**config.mk**
```make
export PLATFORM = sky130hd
export DESIGN_NAME = store_buffer
export DESIGN_NICKNAME = d
export VERILOG_FILES = /design/src/rtl/store_buffer.sv
export SDC_FILE = /design/constraint.sdc
export NUM_CORES = 1
export LEC_CHECK = 0
export CAP_MARGIN = 20
export CORE_UTILIZATION = 45
export DETAILED_ROUTE_END_ITERATION = 8
export GPL_TIMING_DRIVEN = 0
export PLACE_DENSITY = 0.67
export SETUP_SLACK_MARGIN = 0.2
export SYNTH_ARGS = -nofsm -noshare
export SYNTH_HDL_FRONTEND = slang
export SYNTH_SLANG_ARGS = --single-unit
```
**constraint.sdc**
```tcl
create_clock -name clk -period 33.5 [get_ports clk]
set_clock_uncertainty 0.1 [all_clocks]
set_input_delay 6.7 -clock clk [delete_from_list [all_inputs] [get_ports clk]]
set_output_delay 6.7 -clock clk [all_outputs]
set_load 0.005 [all_outputs]
```
**src/rtl/store_buffer.sv**
```systemverilog
// Write-side store buffer: absorbs committed stores, drains them to the data
// cache when the port is free, and forwards buffered data to younger loads.
module store_buffer #(
  parameter int unsigned DEPTH = 4,
  parameter int unsigned AW    = 32,
  parameter int unsigned DW    = 32
) (
  input  logic              clk,
  input  logic              rst,
  input  logic              StoreM,
  input  logic              LoadM,
  input  logic [AW-1:0]     AddrM,
  input  logic [DW-1:0]     WDataM,
  input  logic [DW/8-1:0]   ByteEnM,
  input  logic              dCacheStall,
  output logic              SBStall,
  output logic              LoadHitM,
  output logic [DW-1:0]     LoadDataM,
  output logic              SBEmpty,
  output logic              sb_wr_valid,
  output logic [AW-1:0]     sb_wr_addr,
  output logic [DW-1:0]     sb_wr_data,
  output logic [DW/8-1:0]   sb_wr_be,
  input  logic              sb_wr_ready
);

  localparam int unsigned BW  = DW / 8;
  localparam int unsigned WAW = AW - 2;
  localparam int unsigned PW  = $clog2(DEPTH);
  localparam int unsigned CW  = PW + 1;

  typedef enum logic {S_IDLE, S_ISSUE} state_e;

  logic [DEPTH-1:0] valid_q;
  logic [WAW-1:0]   waddr_q [DEPTH];
  logic [DW-1:0]    data_q  [DEPTH];
  logic [BW-1:0]    be_q    [DEPTH];

  logic [PW-1:0] head_q, head_d, tail_q, tail_d;
  logic [CW-1:0] count_q, count_d;

  state_e        state_q, state_d;
  logic          wr_valid_q, wr_valid_d;
  logic [AW-1:0] wr_addr_q, wr_addr_d;
  logic [DW-1:0] wr_data_q, wr_data_d;
  logic [BW-1:0] wr_be_q, wr_be_d;

  logic          full_c, enq_c, pop_c;
  logic          fwd_match_c, cover_c;
  logic [PW-1:0] fwd_idx_c, scan_idx_c;
  logic          unused_addr_lo;

  assign unused_addr_lo = ^AddrM[1:0];

  assign full_c = (count_q == CW'(DEPTH));
  assign enq_c  = StoreM & ~dCacheStall & ~full_c;
  assign pop_c  = wr_valid_q & sb_wr_ready;

  // Pointer and occupancy bookkeeping
  always_comb begin
    head_d  = head_q;
    tail_d  = tail_q;
    count_d = count_q;
    if (enq_c) tail_d = tail_q + PW'(1);
    if (pop_c) head_d = head_q + PW'(1);
    case ({enq_c, pop_c})
      2'b10:   count_d = count_q + CW'(1);
      2'b01:   count_d = count_q - CW'(1);
      default: count_d = count_q;
    endcase
  end

  always_ff @(posedge clk or posedge rst) begin
    if (rst) begin
      valid_q <= '0;
      head_q  <= '0;
      tail_q  <= '0;
      count_q <= '0;
      for (int unsigned i = 0; i < DEPTH; i++) begin
        waddr_q[i] <= '0;
        data_q[i]  <= '0;
        be_q[i]    <= '0;
      end
    end else begin
      head_q  <= head_d;
      tail_q  <= tail_d;
      count_q <= count_d;
      // Enqueue and pop never target the same slot: that would need a full buffer
      if (pop_c) valid_q[head_q] <= 1'b0;
      if (enq_c) begin
        valid_q[tail_q] <= 1'b1;
        waddr_q[tail_q] <= AddrM[AW-1:2];
        data_q[tail_q]  <= WDataM;
        be_q[tail_q]    <= ByteEnM;
      end
    end
  end

  // Drain FSM: the head entry is latched onto the cache port and held until accepted
  always_comb begin
    state_d    = state_q;
    wr_valid_d = wr_valid_q;
    wr_addr_d  = wr_addr_q;
    wr_data_d  = wr_data_q;
    wr_be_d    = wr_be_q;
    case (state_q)
      S_IDLE: begin
        if ((count_q != '0) && !LoadM) begin
          state_d    = S_ISSUE;
          wr_valid_d = 1'b1;
          wr_addr_d  = {waddr_q[head_q], 2'b00};
          wr_data_d  = data_q[head_q];
          wr_be_d    = be_q[head_q];
        end
      end
      S_ISSUE: begin
        if (sb_wr_ready) begin
          state_d    = S_IDLE;
          wr_valid_d = 1'b0;
        end
      end
      default: begin
        state_d    = S_IDLE;
        wr_valid_d = 1'b0;
      end
    endcase
  end

  always_ff @(posedge clk or posedge rst) begin
    if (rst) begin
      state_q    <= S_IDLE;
      wr_valid_q <= 1'b0;
      wr_addr_q  <= '0;
      wr_data_q  <= '0;
      wr_be_q    <= '0;
    end else begin
      state_q    <= state_d;
      wr_valid_q <= wr_valid_d;
      wr_addr_q  <= wr_addr_d;
      wr_data_q  <= wr_data_d;
      wr_be_q    <= wr_be_d;
    end
  end

  // Scan oldest to youngest so the last match seen is the youngest
  always_comb begin
    fwd_match_c = 1'b0;
    fwd_idx_c   = '0;
    scan_idx_c  = '0;
    for (int unsigned k = 0; k < DEPTH; k++) begin
      scan_idx_c = head_q + PW'(k);
      if (valid_q[scan_idx_c] && (waddr_q[scan_idx_c] == AddrM[AW-1:2])) begin
        fwd_match_c = 1'b1;
        fwd_idx_c   = scan_idx_c;
      end
    end
  end

  assign cover_c   = ((be_q[fwd_idx_c] & ByteEnM) == ByteEnM);
  assign LoadHitM  = LoadM & fwd_match_c & cover_c;
  assign LoadDataM = LoadHitM ? data_q[fwd_idx_c] : '0;
  assign SBStall   = (StoreM & full_c) | (LoadM & fwd_match_c & ~cover_c);
  assign SBEmpty   = (count_q == '0) && (state_q == S_IDLE);

  assign sb_wr_valid = wr_valid_q;
  assign sb_wr_addr  = wr_addr_q;
  assign sb_wr_data  = wr_data_q;
  assign sb_wr_be    = wr_be_q;

endmodule

```
==> metrics.yaml <==
status: "completed"
num_rows: 78
netlist_area_sq_mm: 0.0209
vias: 15800
dp_slack_ns: 14.19
yosys.area.top_type: "dfrtp_1"
crit_arrival_ns: 12.67
fin_crit_sh: 0.581
htreeDepth: 2
synth.most_common_cell: "dfrtp_1"
leakagePower_uw: 0.0107
dominantRegCellSynth: "dfrtp_1"
layout_setup_ws_ns: 14.03
wl_per_cell_um: 29.7
core_area_sq_mm: 0.0456
rsz0062_at_grt: "no"
boundaryPins: 178
grt.total_usage: 0.320
end_kind: "output pin"
avgSynthCellArea_sq_um: 12.4
cts_tree: "yes"
clock_latency_ns: 0.59
synthAdderAreaFrac: 0.00634
worst_path_largest_cell_delay_ns: 0.74
final.min_clock_period_ns: 19.47
crit_top_cell: "clkbuf_1"
drt_iter0_markers: 1633
drv_cap: 0
dp_hpwl_um: 54600
synthSimpleGateAreaFrac: 0.0590
syn2layout_area_growth_pct: 18.5
ir_drop_mv: 0.0753
globalRouteOverflowTotal: 0
crit_required_ns: 26.70
cts_sinks: 343
cts-root-buf: "clkbuf_16"
crit_buf_inv: 5
remaining_drc_errors: 0
clock.fmax_ghz: 0.0514
cts_hold_buf: 0
maxSlewViolCount: 0
synthXorXnorAreaFrac: 0.0473
hp-class: "register to register"
synth_top_area_share: 0.410
cp_slowest_cell: "a2111oi_0"
cts_inserted_buffers: 40
wl_um: 74800
slew_headroom: 0.175
postCtsSetupRepairBufs: 0
finalNetCount: 1972
hp-start: "sb_wr_addr[22]$_DFFE_PP0P_"
clockBufferDepth: 3
die_w_um: 218
async_flop_share: 1.00
postSynthCellCount: 1682
synth_top_family_by_area: "multiplexers"
cp_max_fo: 10
cp-start-kind: "input port"
whs_ns: 0.383
critical-path-top-delay-family: "buffers and inverters"
synth_edf_count: 0
startpoint: "AddrM[7]"
seq_area_frac_synth: 0.410
port_buffers: 156
rr_startpoint: "head_q[0]$_DFFE_PP0P_"
viasPerCell: 6.29
die_area_sq_mm: 0.0474
antenna_found_initial: 5
gp_congestion: 1.03
utilization: 0.544
grt_pass1_vias: 16000
synthTopCellsByArea: "dfrtp_1 41%, mux2_2 17%, mux4_2 11%, mux2i_1 6.6%, xnor2_1 4.1%"
worstSetupPathType: "input port to output pin"
grt_max_degree: 110
hold_viol_final: 0
ant_nets: 0
synth_warnings: 0
powerDensity_mw_per_mm2: 117
synth_compound_area_frac: 0.0710
drive_above_1_share: 0.285
grt_pass1_wl_um: 110000
initial_core_util: 0.459
die_h_um: 218
path_cells: "clkdlybuf4s50_1, clkbuf_1, o22ai_1, a2111oi_0, o21ai_1, nor4_1, nand3_1, o2111a_2, nor2_1, clkbuf_1, clkbuf_1, mux2_2, o211a_1, clkdlybuf4s50_1"
muxShareOfSynthArea: 0.366
synth_cell_types: 76
worst-slew-pin-transition_ns: 1.24
setup_tns_ns: 0
ys_ff_latch: 343
setup_viol: 0
synthTopCellsByCount: "343 x dfrtp_1, 325 x mux2_2, 137 x mux2i_1"
path_clk_slew_ns: 0.06
drtPass1Iterations: 6
cts_resized: 0
cells by family after synthesis:
logic type | after synthesis
other | 1
XOR/XNOR | 113
AND/OR/NAND/NOR | 263
AO/OA/AOI/OAI | 203
flip-flops | 343
buffers and inverters | 171
adder cells (fa/ha/maj) | 10
multiplexers | 578
per-layer routing:
layer / wire (um) / GRT usage / vias to the layer above
li1: - / - / 6695
met1: 31000 / 0.429 / 8249
met2: 34600 / 0.503 / 728
met3: 5690 / 0.0635 / 169
met4: 3470 / 0.139 / 8
met5: 58 / 0 / -
sequential cells by signal, indices dropped and copies added, names as in the netlist, 2 cells and up:
register,flops
head_q,2
be_q,16
data_q,128
sb_wr_addr,30
tail_q,2
valid_q,4
sb_wr_be,4
sb_wr_data,32
waddr_q,120
count_q,3
final timing paths:
kind / endpoint / slack [ns] / cells past startpoint
max: LoadDataM[7] / 14.03 / 14
min: sb_wr_addr[22]$_DFFE_PP0P_ / 0.38 / 2
max reg2reg: sb_wr_be[3]$_DFFE_PP0P_ / 27.08 / 12
min reg2reg: sb_wr_addr[22]$_DFFE_PP0P_ / 0.38 / 2
max in group asynchronous: head_q[0]$_DFFE_PP0P_ / 25.54 / 4
min in group asynchronous: sb_wr_data[30]$_DFFE_PP0P_ / 6.40 / 2
layout by cell type, fill, tap and decap left out, types with 5 or more instances in the layout:
cell / instances
xnor2_1: 98
nand4_1: 17
nor2_1: 37
o2bb2ai_1: 7
buf_4: 7
a2bb2oi_1: 9
a211o_1: 5
mux4_2: 103
nand3_1: 13
xor2_1: 15
o211a_1: 32
buf_2: 19
mux2_2: 325
or3_1: 6
bufinv_16: 6
a21oi_1: 15
o21ai_0: 66
clkbuf_8: 5
and3_1: 5
dfrtp_1: 343
buf_1: 28
a211oi_1: 5
buf_6: 13
mux4_1: 11
ha_1: 9
o22ai_1: 8
nand2_1: 131
nor3_1: 10
clkdlybuf4s50_1: 156
or4_1: 6
clkbuf_16: 40
nor4_1: 14
inv_1: 28
clkbuf_1: 85
mux2i_1: 137
nor2b_1: 5
report_power, final:
part | internal [uW] | total, uW | leakage, uW | switching [uW]
clock | 281 | 471 | 0.000679 | 190
sequential | 622 | 823 | 0.00417 | 201
combinational | 771 | 1600 | 0.00581 | 825
total | 1670 | 2890 | 0.0107 | 1220
through the flow:
stage / std cells / total power, uW / instance area [sq um]
floorplan: 1683 / 1820 / 20900
global placement: 2439 / 2350 / 23200
detailed placement: 2444 / 2390 / 23400
CTS: 2517 / 2870 / 24800
global route: 2519 / 3010 / 24800
finish: 2521 / 2890 / 24800
worst min-delay path, cell delays in order (launching register included):
cell	delay, ns
dfrtp_1	0.34
nand2_1	0.05
o21ai_0	0.06
area by class of cell:
cell class | instances | area [sq um]
diodes | 2 | 5.00
plain buffers | 141 | 716
clock buffers | 57 | 1110
clock inverters | 16 | 294
fillers | 3889 | 20800
inverters | 30 | 120
multi-input cells | 1169 | 11500
flip-flops and latches | 343 | 8580
well taps | 600 | 751
repair buffers | 163 | 1700
No activity file was read; power rests on OpenSTA's default activity.
